`src/rtl/conv_result_buffer.sv`:
```
// conv_result_buffer: captures convolution output pixels in a FIFO and exposes them over Wishbone.
// Latency: a pixel is visible in STATUS one cycle after capture; Wishbone ack one cycle after request.
// Backpressure: none toward the pipeline; pixels arriving at a full FIFO are dropped and flagged.
//
// Ports:
//   clk, reset                 single clock, synchronous active-high reset
//   pixel_in, pixel_valid      signed pixel stream from the output filter
//   wbs_*                      Wishbone slave (cyc/stb/we/adr/dat in, ack/dat out)
//   irq                        level interrupt
//
// Build option: define CONV_RESULT_IRQ_EN to build the registered interrupt;
// otherwise irq is tied low and no interrupt logic exists.

// Generic synchronous FIFO with flush. The head entry is presented
// combinationally on dout. A push into a full FIFO is taken only when a pop
// happens in the same cycle.
module crb_fifo #(
   parameter int W     = 9,
   parameter int DEPTH = 16
) (
   input  logic                     clk,
   input  logic                     reset,
   input  logic                     push,
   input  logic                     pop,
   input  logic                     flush,
   input  logic [W-1:0]             din,
   output logic [W-1:0]             dout,
   output logic [$clog2(DEPTH):0]   count,
   output logic                     empty,
   output logic                     full
);
   localparam int AW = $clog2(DEPTH);
   localparam int CW = AW + 1;

   logic [W-1:0]  mem [DEPTH];
   logic [AW-1:0] wr_ptr;
   logic [AW-1:0] rd_ptr;
   logic          do_push;
   logic          do_pop;

   assign empty   = (count == '0);
   assign full    = (count == CW'(DEPTH));
   assign do_pop  = pop & ~empty;
   assign do_push = push & (~full | do_pop);
   assign dout    = mem[rd_ptr];

   // Storage carries no reset; pointers and count define what is valid.
   always_ff @(posedge clk) begin
      if (do_push & ~flush) begin
         mem[wr_ptr] <= din;
      end
   end

   always_ff @(posedge clk) begin
      if (reset) begin
         wr_ptr <= '0;
         rd_ptr <= '0;
         count  <= '0;
      end else if (flush) begin
         wr_ptr <= '0;
         rd_ptr <= '0;
         count  <= '0;
      end else begin
         if (do_push) begin
            wr_ptr <= wr_ptr + AW'(1);
         end
         if (do_pop) begin
            rd_ptr <= rd_ptr + AW'(1);
         end
         case ({do_push, do_pop})
            2'b10:   count <= count + CW'(1);
            2'b01:   count <= count - CW'(1);
            default: count <= count;
         endcase
      end
   end
endmodule

module conv_result_buffer #(
   parameter int BITS         = 9,
   parameter int DEPTH        = 16,
   parameter int FRAME_PIXELS = 196
) (
   input  logic            clk,
   input  logic            reset,
   input  logic [BITS-1:0] pixel_in,
   input  logic            pixel_valid,
   input  logic            wbs_cyc_i,
   input  logic            wbs_stb_i,
   input  logic            wbs_we_i,
   input  logic [31:0]     wbs_adr_i,
   input  logic [31:0]     wbs_dat_i,
   output logic            wbs_ack_o,
   output logic [31:0]     wbs_dat_o,
   output logic            irq
);
   localparam int CW = $clog2(DEPTH) + 1;

   typedef enum logic [1:0] {
      REG_DATA   = 2'd0,
      REG_STATUS = 2'd1,
      REG_CTRL   = 2'd2,
      REG_RSVD   = 2'd3
   } reg_sel_t;

   reg_sel_t        sel;
   logic            req;
   logic            rd_req;
   logic            ctrl_wr;
   logic            pop;
   logic            push;
   logic            flush;
   logic            clr_ovf;
   logic            clr_fd;
   logic            ovf_set;
   logic            frame_wrap;
   logic [BITS-1:0] head;
   logic [CW-1:0]   count;
   logic            empty;
   logic            full;
   logic            overflow;
   logic            frame_done;
   logic [15:0]     pix_cnt;
   logic [31:0]     count_ext;
   logic [31:0]     status_word;
   logic [31:0]     rd_dat;
   logic            unused_bits;

   // Gating on ~ack turns a held cyc/stb into one request every other cycle.
   assign req     = wbs_cyc_i & wbs_stb_i & ~wbs_ack_o;
   assign sel     = reg_sel_t'(wbs_adr_i[3:2]);
   assign rd_req  = req & ~wbs_we_i;
   assign ctrl_wr = req & wbs_we_i & (sel == REG_CTRL);

   assign clr_ovf = ctrl_wr & wbs_dat_i[0];
   assign clr_fd  = ctrl_wr & wbs_dat_i[1];
   assign flush   = ctrl_wr & wbs_dat_i[2];

   // A DATA read pops at the same edge that raises ack.
   assign pop  = rd_req & (sel == REG_DATA) & ~empty;
   // A pop frees the slot, so a full FIFO still accepts a pixel that
   // arrives with a DATA read. Flush discards a concurrent pixel.
   assign push = pixel_valid & ~flush & (~full | pop);
   // Only a pixel lost to lack of space counts as overflow; one discarded
   // by a flush was deliberately thrown away.
   assign ovf_set    = pixel_valid & ~flush & full & ~pop;
   assign frame_wrap = pixel_valid & (pix_cnt == 16'(FRAME_PIXELS - 1));

   crb_fifo #(
      .W     (BITS),
      .DEPTH (DEPTH)
   ) u_fifo (
      .clk   (clk),
      .reset (reset),
      .push  (push),
      .pop   (pop),
      .flush (flush),
      .din   (pixel_in),
      .dout  (head),
      .count (count),
      .empty (empty),
      .full  (full)
   );

   // count is zero-extended; with DEPTH=256 a full FIFO reads 0 in [7:0]
   // and the full bit disambiguates.
   assign count_ext   = 32'(count);
   assign status_word = {pix_cnt, 4'b0000, frame_done, overflow, full, empty, count_ext[7:0]};

   always_comb begin
      rd_dat = '0;
      case (sel)
         REG_DATA: begin
            if (!empty) begin
               rd_dat = {{(32-BITS){head[BITS-1]}}, head};
            end
         end
         REG_STATUS: rd_dat = status_word;
         default:    rd_dat = '0;
      endcase
   end

   always_ff @(posedge clk) begin
      if (reset) begin
         wbs_ack_o  <= 1'b0;
         wbs_dat_o  <= '0;
         overflow   <= 1'b0;
         frame_done <= 1'b0;
         pix_cnt    <= '0;
      end else begin
         wbs_ack_o <= req;
         // Read data is held only for the ack cycle, zero otherwise.
         wbs_dat_o <= rd_req ? rd_dat : '0;

         // Set beats clear when both land in the same cycle.
         if (ovf_set) begin
            overflow <= 1'b1;
         end else if (clr_ovf) begin
            overflow <= 1'b0;
         end

         if (frame_wrap) begin
            frame_done <= 1'b1;
         end else if (clr_fd) begin
            frame_done <= 1'b0;
         end

         // Counts every pixel, accepted, dropped or flushed.
         if (pixel_valid) begin
            pix_cnt <= frame_wrap ? 16'd0 : pix_cnt + 16'd1;
         end
      end
   end

`ifdef CONV_RESULT_IRQ_EN
   always_ff @(posedge clk) begin
      if (reset) begin
         irq <= 1'b0;
      end else begin
         irq <= frame_done | overflow | (count >= CW'(DEPTH / 2));
      end
   end
`else
   assign irq = 1'b0;
`endif

   // Address and write-data bits outside the register map are ignored.
   assign unused_bits = ^{wbs_adr_i[31:4], wbs_adr_i[1:0], wbs_dat_i[31:3]};
endmodule

```
`config.mk`:
```
export PLATFORM = sky130hd
export DESIGN_NAME = conv_result_buffer
export DESIGN_NICKNAME = d
export VERILOG_FILES = /design/src/rtl/conv_result_buffer.sv
export SDC_FILE = /design/constraint.sdc
export NUM_CORES = 1
export LEC_CHECK = 0
export BUFFER_PORTS_ARGS = -buffer_cell sky130_fd_sc_hd__buf_4
export CAP_MARGIN = 20
export CORE_MARGIN = 1
export CORE_UTILIZATION = 35
export DETAILED_ROUTE_END_ITERATION = 10
export GPL_ROUTABILITY_DRIVEN = 0
export HOLD_SLACK_MARGIN = 0.06
export PLACE_DENSITY = 0.51
export SLEW_MARGIN = 0
export SYNTH_ARGS = -nofsm -noshare
export SYNTH_HDL_FRONTEND = slang
export SYNTH_SLANG_ARGS = --single-unit
```
`constraint.sdc`:
```
create_clock -name clk -period 8.5 [get_ports clk]
set_input_delay 1.7 -clock clk [delete_from_list [all_inputs] [get_ports clk]]
set_output_delay 1.7 -clock clk [all_outputs]
set_load 0.05 [all_outputs]
```
==> metrics, run 1 <==
initial antenna violation count=0; Max Root-Sink Buffers=3; global routing usage summed across all routing layers=14.9%; TritonCTS clock tree=built; fraction of the cycle the final worst path needs=between 40% and 50%; relative area change from synthesis to final layout=17.5%; CTS root buffer=clkbuf_16; arrival time of the worst setup path=4.44 ns; startpoint of the lowest-slack register-to-register path=wbs_ack_o; result of the run=completed; clock latency reported for the late side of the worst-skew pair=0.51 ns; Critical Path, Cell by Cell=buf_4, nand4bb_4, o311a_2, nor2_1, inv_1, ha_1, ha_1, nor2b_1, o21ai_0, nor4b_1, o21ai_0, a21oi_1; DIE AREA=0.0242 mm^2; layout cell share with drive strength beyond 1=around 26%; Relative slew margins=54.6%; CP delay by family, top=simple AND/OR/NAND/NOR gates; Diodes inserted=0; Hold EP=wbs_dat_o[11]; average wire per standard cell=19.1 um; Worst Path Buf+Inv=2; post-placement cell count=880; clock buffer count from CTS=23; slack of the worst reg-to-reg path=5.44 ns; Seq cells post-synth=~210; biggest cell delay along the critical path=0.40 ns; ratio of routed vias to standard cells=between 4 and 5; number of iterations in the first detailed-routing pass=4; unrepaired setup endpoints after global routing=false; worst path required time=8.93 ns; number of buffers inserted by port buffering=52; count of vias placed by the detailed router=4572; syn_nets=615; number of sinks on the clock net=209; timing-limited maximum frequency=250 MHz; worst hold stages=1; Worst Tran Pin Value=0.678 ns; peak supply drop=around 0.14 mV; Non-Filler Instances=a little over 900; top-area cell type share of the netlist area=52.4%; startpoint of the worst hold path=frame_done; Yosys warning total=0; placeable core region=0.0228 mm^2; setup TNS=0 ns; kind of critical path=in2reg; number of endpoints with negative hold slack in the final report=0; Post-synth EDFFs=between 100 and 150; # fillers=2105; Detail Route Antenna Nets=0; final setup fails=0; main flop type after synthesis=edfxtp_1; via count of the first global-routing pass=4565; first-pass GRT wire length=~27 mm; total of hold buffers inserted after clock tree synthesis=0; synthesized area=0.00825 mm^2; Synth Area per Inst=15.7 um^2; endpoint of the worst register-to-register path=u_fifo.count[4]; path length in cells of the critical path=12; die height=156 um; largest cells by area after synthesis=edfxtp_1, dfxtp_1, mux4_2; Seq/Total Area, Yosys=between 60 and 70%; static leakage power=3.39 nW; DR iter-0 viols=about 210; post-synthesis cell count=approximately 530; Critical Path Start Type=input pin; final clock skew=0.0198 ns; final-stage net count=683; synth unique cells=54; number of max-slew violations in the final report=0; critical path capture point type=flop; Pwr per Cell Area=215 mW/mm^2; number of gates given a new drive strength after cts=0; Util after Layout=42.4%; number of max-cap violations=0; commonest non-fill, non-tap cells in the layout=edfxtp_1, buf_4, dfxtp_1, nor2_1, mux4_2; number of cells traversed by the worst register-to-register path=11; post-CTS setup-driven buffer insertion count=0; global route total overflow=0; launch point of the worst path=wbs_adr_i[2]; H-tree depth reported by CTS=1; Tot Pwr=2.08 mW; CP max stage cell=o311a_2; drt drc=0; ports placed on the boundary=113; width of the chip=156 um; path type of the worst min-delay path=reg2reg; leading cell type in the layout, fill and taps excluded=edfxtp_1; Critical Path Fanout Max=6; Placement Rows=55; asr flop ratio synth=0%; final period demand of the worst path=approximately 4.0 ns; half-perimeter wire length of the detailed placement result=10.5 mm; largest net degree at the start of global routing=38; clock slew at the register clock pins of the worst setup and hold paths=0.06 ns; library cell occupying the most area in the post-synthesis netlist=edfxtp_1; initial standard-cell utilization of the core=approximately 36%; total detailed-routing wirelength=17.6 mm
==> synth_stat cells, drive strengths merged, types with 2 or more instances <==
cell and number:
nor4 4, a21oi 17, a21o 20, clkbuf 10
a32oi 2, nand4 7, ha 10, and3 2
inv 10, a211oi 10, mux2i 20, nor3 9
nand3 8, xor2 13, a22o 4, nor2 48
o2bb2ai 2, edfxtp 144, dfxtp 65, nand3b 2
a31o 2, nand2 15, o21ai 4, and4 5
xnor2 9, nor2b 11, buf 20, mux4 30
nand2b 5
==> registers in the layout, summed over array words and instances (netlist names), named ones only <==
name	flops
frame_done	1
overflow	1
pix_cnt	16
u_fifo.count	5
u_fifo.mem	144
u_fifo.rd_ptr	4
u_fifo.wr_ptr	4
wbs_ack_o	1
wbs_dat_o	29
==> per-layer routing <==
layer	up-vias	track usage [%]	part of all wire [%]
met5	-	0	0
met4	0	4.25	1.9
met3	25	2.97	4.7
met2	109	23.7	47
met1	2316	20.6	46
li1	2122	-	-
==> kinds of logic (layout without fill, tap and decap cells) <==
logic type	Yosys count	after routing	share of synthesized area (%)
buf+inv	41	125	2.71
compound gates	69	69	6.37
simple gates	121	121	7.85
xor+xnor	22	22	2.34
mux	51	51	10.8
fa+ha+maj	11	11	1.76
flops	209	209	68.2
other cells	1	1	0.0454
==> power breakdown <==
| part | total, mW | switching, mW | internal (mW) |
|---|---|---|---|
| Clock | 0.901 | 0.378 | 0.524 |
| Combinational | 0.0752 | 0.0462 | 0.0290 |
| Sequential | 1.11 | 0.00712 | 1.10 |
==> stage by stage <==
| stage | hold WS (ns) | cell area [um^2] | setup WS [ns] |
|---|---|---|---|
| after floorplan | 0.434 | 8250 | 4.39 |
| after global placement | 0.448 | 9010 | 3.98 |
| after detailed placement | 0.455 | 9010 | 3.96 |
| after CTS | 0.468 | 9690 | 4.49 |
| after global routing | 0.484 | 9700 | 4.29 |
| final | 0.459 | 9700 | 4.49 |
==> layout make-up <==
cell class	count	area, um^2	area share [%]
clock inverter	8	40.0	0.413
timing repair buffer	74	556	5.73
clock buffer	33	643	6.63
multi-input combinational	275	2400	24.8
sequential	209	5630	58.0
tap	313	392	4.04
inverter	10	37.5	0.387
==> worst max path at each step <==
| stage | end | slack [ns] |
|---|---|---|
| finish | u_fifo.count[4] | 4.49 |
| floorplan | u_fifo.count[4] | 4.39 |
| detailed placement | u_fifo.count[4] | 3.96 |
| global placement | u_fifo.count[4] | 3.98 |
| global route | u_fifo.count[4] | 4.29 |
| CTS | u_fifo.count[4] | 4.49 |
Power figures use the tool's default switching activity.
==> run 2: changes to the inputs <==
==> constraint.sdc (replaced) <==
create_clock -name clk -period 4.07 [get_ports clk]
set_input_delay 0.814 -clock clk [delete_from_list [all_inputs] [get_ports clk]]
set_output_delay 0.814 -clock clk [all_outputs]
set_load 0.05 [all_outputs]
==> metrics, run 2 (same netlist as run 1, synthesis figures left out) <==
Placement Rows=55; total detailed-routing wirelength=17.9 mm; initial antenna violation count=0; leading cell type in the layout, fill and taps excluded=edfxtp_1; post-CTS setup-driven buffer insertion count=0; static leakage power=roughly 3.4 nW; CTS root buffer=clkbuf_16; biggest cell delay along the critical path=0.47 ns; minimum hold slack=0.471 ns; via count of the first global-routing pass=about 4800; highest layer used for signal routing=met4; H-tree depth reported by CTS=1; timing-limited maximum frequency=321 MHz; Critical Path, Cell by Cell=nor4_4, o311a_2, nor2_1, buf_4, inv_1, ha_1, inv_1, fa_1, nor2b_1, o21ai_0, nor4b_1, or3_1, a21oi_1; width of the chip=156 um; initial standard-cell utilization of the core=roughly 36%; Worst Tran Pin Value=1.03 ns; routed length on met2=8.56 mm; clock buffer count from CTS=22; first-pass GRT wire length=around 28 mm; slack of the worst reg-to-reg path=0.96 ns; placed instance area=0.00904 mm^2; DRT met1 WL=8.14 mm; total of hold buffers inserted after clock tree synthesis=0; number of max-slew violations in the final report=0; CP delay by family, top=simple AND/OR/NAND/NOR gates; Relative slew margins=31.0%; ratio of routed vias to standard cells=4.94; DR iter-0 viols=245; half-perimeter wire length of the detailed placement result=11.3 mm; CP max stage cell=nor4_4; arrival time of the worst setup path=3.55 ns; number of endpoints with negative hold slack in the final report=0; Util after Layout=42.9%; result of the run=completed; number of max-cap violations=0; global routing usage summed across all routing layers=15.3%; final design instance area without fill=0.00979 mm^2; fraction of the cycle the final worst path needs=76.5%; number of buffers inserted by port buffering=52; final period demand of the worst path=3.11 ns; met3 wire length=between 700 and 800 um; number of iterations in the first detailed-routing pass=4; kind of critical path=reg2reg; clock latency reported for the late side of the worst-skew pair=0.50 ns; average wire per standard cell=19.3 um; path type of the worst min-delay path=reg2reg; peak supply drop=0.357 mV; clock slew at the register clock pins of the worst setup and hold paths=0.06 ns; biggest regs=u_fifo.mem x144, wbs_dat_o x29, pix_cnt x16; die height=156 um; unrepaired setup endpoints after global routing=false; count of vias placed by the detailed router=4573; Critical Path Fanout Max=6; CP dominant cell by count=inv_1; layout cell share with drive strength beyond 1=26.8%; number of flip-flops in the largest register=144; global route total overflow=0; final-stage net count=688; ports placed on the boundary=approximately 110; largest net degree at the start of global routing=26; DIE AREA=0.0242 mm^2; Diodes inserted=0; TritonCTS clock tree=built; # fillers=2088; number of sinks on the clock net=roughly 210; relative area change from synthesis to final layout=18.7%; number of gates given a new drive strength after cts=0; drt drc=0; Pwr per Cell Area=454 mW/mm^2; Critical Path Start Type=flop; critical path capture point type=flop; final clock skew=0.0159 ns; placeable core region=0.0228 mm^2; worst path required time=between 4 and 5 ns; Tot Pwr=4.45 mW; Detail Route Antenna Nets=0; commonest non-fill, non-tap cells in the layout=edfxtp_1, buf_4, dfxtp_1, nor2_1, mux4_2; final setup fails=0; Worst Path Buf+Inv=3; setup TNS=0 ns; Max Root-Sink Buffers=3; largest reg by FF count=u_fifo.mem
-- run 2: changes by cell type in the layout (fill, tap and decap cells not counted) --
cell       before  now
inv_6           1    0
clkinv_2        4    5
buf_8           0    1
clkbuf_1        7    3
buf_4          74   79
bufinv_16       0    2
-- run 2: cell type report --
cell class	count	area (um^2)	area share [%]
Sequential cell	209	5630	57.5
Multi-Input combinational cell	275	2400	24.5
Clock buffer	29	628	6.42
Timing Repair Buffer	80	608	6.21
Tap cell	313	392	4.00
Clock inverter	10	96.3	0.984
Inverter	10	37.5	0.383
-- run 2: report_power, final --
part / switching (mW) / internal (mW) / leakage (nW) / total (mW)
clock network: 0.772 / 1.21 / 0.361 / 1.98
logic: 0.0964 / 0.0631 / 1.26 / 0.160
registers: 0.0151 / 2.30 / 1.83 / 2.31
total: 0.884 / 3.56 / 3.44 / 4.45
-- run 2: per-stage QoR --
stage,instances,worst slack (ns)
after CTS,924,0.947
after global routing,926,0.735
after floorplan,525,0.850
after detailed placement,885,0.571
final,926,0.957
after global placement,885,0.573
-- run 2: worst paths after layout --
check	from	to	cells after the start
setup reg to reg	u_fifo.count[0]	u_fifo.count[4]	13
hold / removal	frame_done	wbs_dat_o[11]	1
hold reg to reg	frame_done	wbs_dat_o[11]	1
setup / recovery	u_fifo.count[0]	u_fifo.count[4]	13
-- run 2: routing by layer --
layer  GRT usage (%)  vias to the layer above
li1                -                     2132
met2            25.1                       86
met3            2.64                       28
met1            20.8                     2327
met5               0                        -
met4            4.67                        0
==> run 3: changes to the inputs <==
==> constraint.sdc (replaced) <==
create_clock -name clk -period 3 [get_ports clk]
set_input_delay 0.6 -clock clk [delete_from_list [all_inputs] [get_ports clk]]
set_output_delay 0.6 -clock clk [all_outputs]
set_load 0.05 [all_outputs]
==> metrics, run 3 (same netlist as run 1, synthesis figures left out) <==
path type of the worst min-delay path=in2reg; number of sinks on the clock net=209; number of flip-flops in the largest register=roughly 140; CP max stage cell=dfxtp_1; relative area change from synthesis to final layout=20.3%; half-perimeter wire length of the detailed placement result=11.4 mm; H-tree depth reported by CTS=1; CP delay by family, top=simple AND/OR/NAND/NOR gates; largest reg by FF count=u_fifo.mem; first-pass GRT wire length=26.9 mm; total of hold buffers inserted after clock tree synthesis=0; final design instance area without fill=0.00993 mm^2; Worst Tran Pin Value=0.737 ns; initial antenna violation count=0; final clock skew=0.0136 ns; total detailed-routing wirelength=17.5 mm; Placement Rows=55; Critical Path Fanout Max=4; arrival time of the worst setup path=3.19 ns; ratio of routed vias to standard cells=4.86; initial standard-cell utilization of the core=36.1%; timing-limited maximum frequency=~360 MHz; clock slew at the register clock pins of the worst setup and hold paths=~0.060 ns; met1 demand-to-capacity share in global routing=19.8%; DIE AREA=0.0242 mm^2; DR iter-0 viols=between 200 and 250; biggest cell delay along the critical path=about 0.44 ns; peak supply drop=0.413 mV; Diodes inserted=0; via count of the first global-routing pass=4752; Critical Path Start Type=flop; slack of the worst reg-to-reg path=0.24 ns; highest-utilization routing layer at the global route stage=met2; final-stage net count=707; met3 Usage GRT=2.86%; global route total overflow=0; number of buffers inserted by port buffering=between 50 and 60; Tot Pwr=6.08 mW; worst path required time=3.43 ns; ports placed on the boundary=113; number of max-cap violations=0; layout cell share with drive strength beyond 1=about 29%; commonest non-fill, non-tap cells in the layout=edfxtp_1, buf_4, dfxtp_1, nor2_1, mux4_2; average wire per standard cell=18.5 um; placed instance area=0.00919 mm^2; # fillers=2075; fraction of the cycle the final worst path needs=between 90 and 100%; CTS root buffer=clkbuf_16; Relative slew margins=50.8%; biggest regs=u_fifo.mem x144, wbs_dat_o x29, pix_cnt x16; final setup fails=0; Worst Path Buf+Inv=2; static leakage power=between 3 and 4 nW; number of iterations in the first detailed-routing pass=4; Max Root-Sink Buffers=3; result of the run=completed; Detail Route Antenna Nets=0; clock buffer count from CTS=22; drt drc=0; GR met2 Demand/Resource=around a quarter; final period demand of the worst path=2.76 ns; Critical Path, Cell by Cell=nor4_4, buf_4, a2111oi_4, ha_1, inv_1, fa_1, nor2b_1, o21ai_0, nor4b_1, or3_1, a21oi_1; kind of critical path=reg2reg; number of endpoints with negative hold slack in the final report=0; leading cell type in the layout, fill and taps excluded=edfxtp_1; Pwr per Cell Area=612 mW/mm^2; largest net degree at the start of global routing=32; critical path capture point type=flop; die height=156 um; width of the chip=156 um; count of vias placed by the detailed router=4599; global routing usage summed across all routing layers=between 10 and 15%; TritonCTS clock tree=built; clock latency reported for the late side of the worst-skew pair=0.51 ns; placeable core region=approximately 0.023 mm^2; number of max-slew violations in the final report=0
run 3: cell types whose count changed in the layout (fill, tap and decap cells not counted):
cell / delta
nor2_2: +1
buf_4: +20
bufinv_16: +1
buf_8: -1
clkbuf_1: +3
nor2_1: -1
clkbuf_8: -3
run 3: report_power, final:
group	switching, mW	internal (mW)	total [mW]	leakage (nW)
Clock	1.05	1.66	2.71	0.357
Sequential	0.0165	3.11	3.13	1.83
Combinational	0.139	0.0972	0.236	1.35
run 3: final timing paths:
path / startpoint / end / cells past startpoint
setup reg to reg: u_fifo.count[2] / u_fifo.count[4] / 11
hold reg to reg: frame_done / wbs_dat_o[11] / 1
hold / removal: reset / frame_done / 2
setup / recovery: u_fifo.count[2] / u_fifo.count[4] / 11
run 3: final cells by class:
class / count / area (um^2) / area share [%]
inverter: 10 / 37.5 / 0.378
clock buffer: 29 / 598 / 6.02
clock inverter: 11 / 126 / 1.27
timing repair buffer: 99 / 743 / 7.49
sequential: 209 / 5630 / 56.7
multi-input combinational: 275 / 2400 / 24.2
tap: 313 / 392 / 3.94
run 3: repair_timing:
| item | 4_1_cts | 5_1_grt |
|---|---|---|
| endpoints found under the setup margin | 0 | 1 |
| gates resized for setup | 0 | 0 |
| buffers inserted | 0 | 2 |
run 3: per-stage QoR:
step / std cells / setup slack, ns / TNS (ns) / hold slack (ns) / utilization, %
6_report: 946 / 0.240 / 0 / 0.348 / 43.5
5_1_grt: 946 / -0.000340 / -0.000340 / 0.335 / 43.5
4_1_cts: 944 / 0.178 / 0 / 0.328 / 43.4
3_5_place_dp: 904 / -0.0432 / -0.0432 / 0.450 / 40.2
3_3_place_gp: 904 / -0.0290 / -0.0290 / 0.445 / 40.2
2_1_floorplan: 525 / 0.0641 / 0 / 0.434 / -
run 3: per-layer routing:
| metal | routed length, um | part of all wire (%) | up-vias |
|---|---|---|---|
| met5 | 0 | 0 | - |
| met4 | 456 | 2.6 | 0 |
| met3 | 768 | 4.4 | 36 |
| met2 | 8180 | 47 | 98 |
| met1 | 8080 | 46 | 2289 |
| li1 | - | - | 2176 |
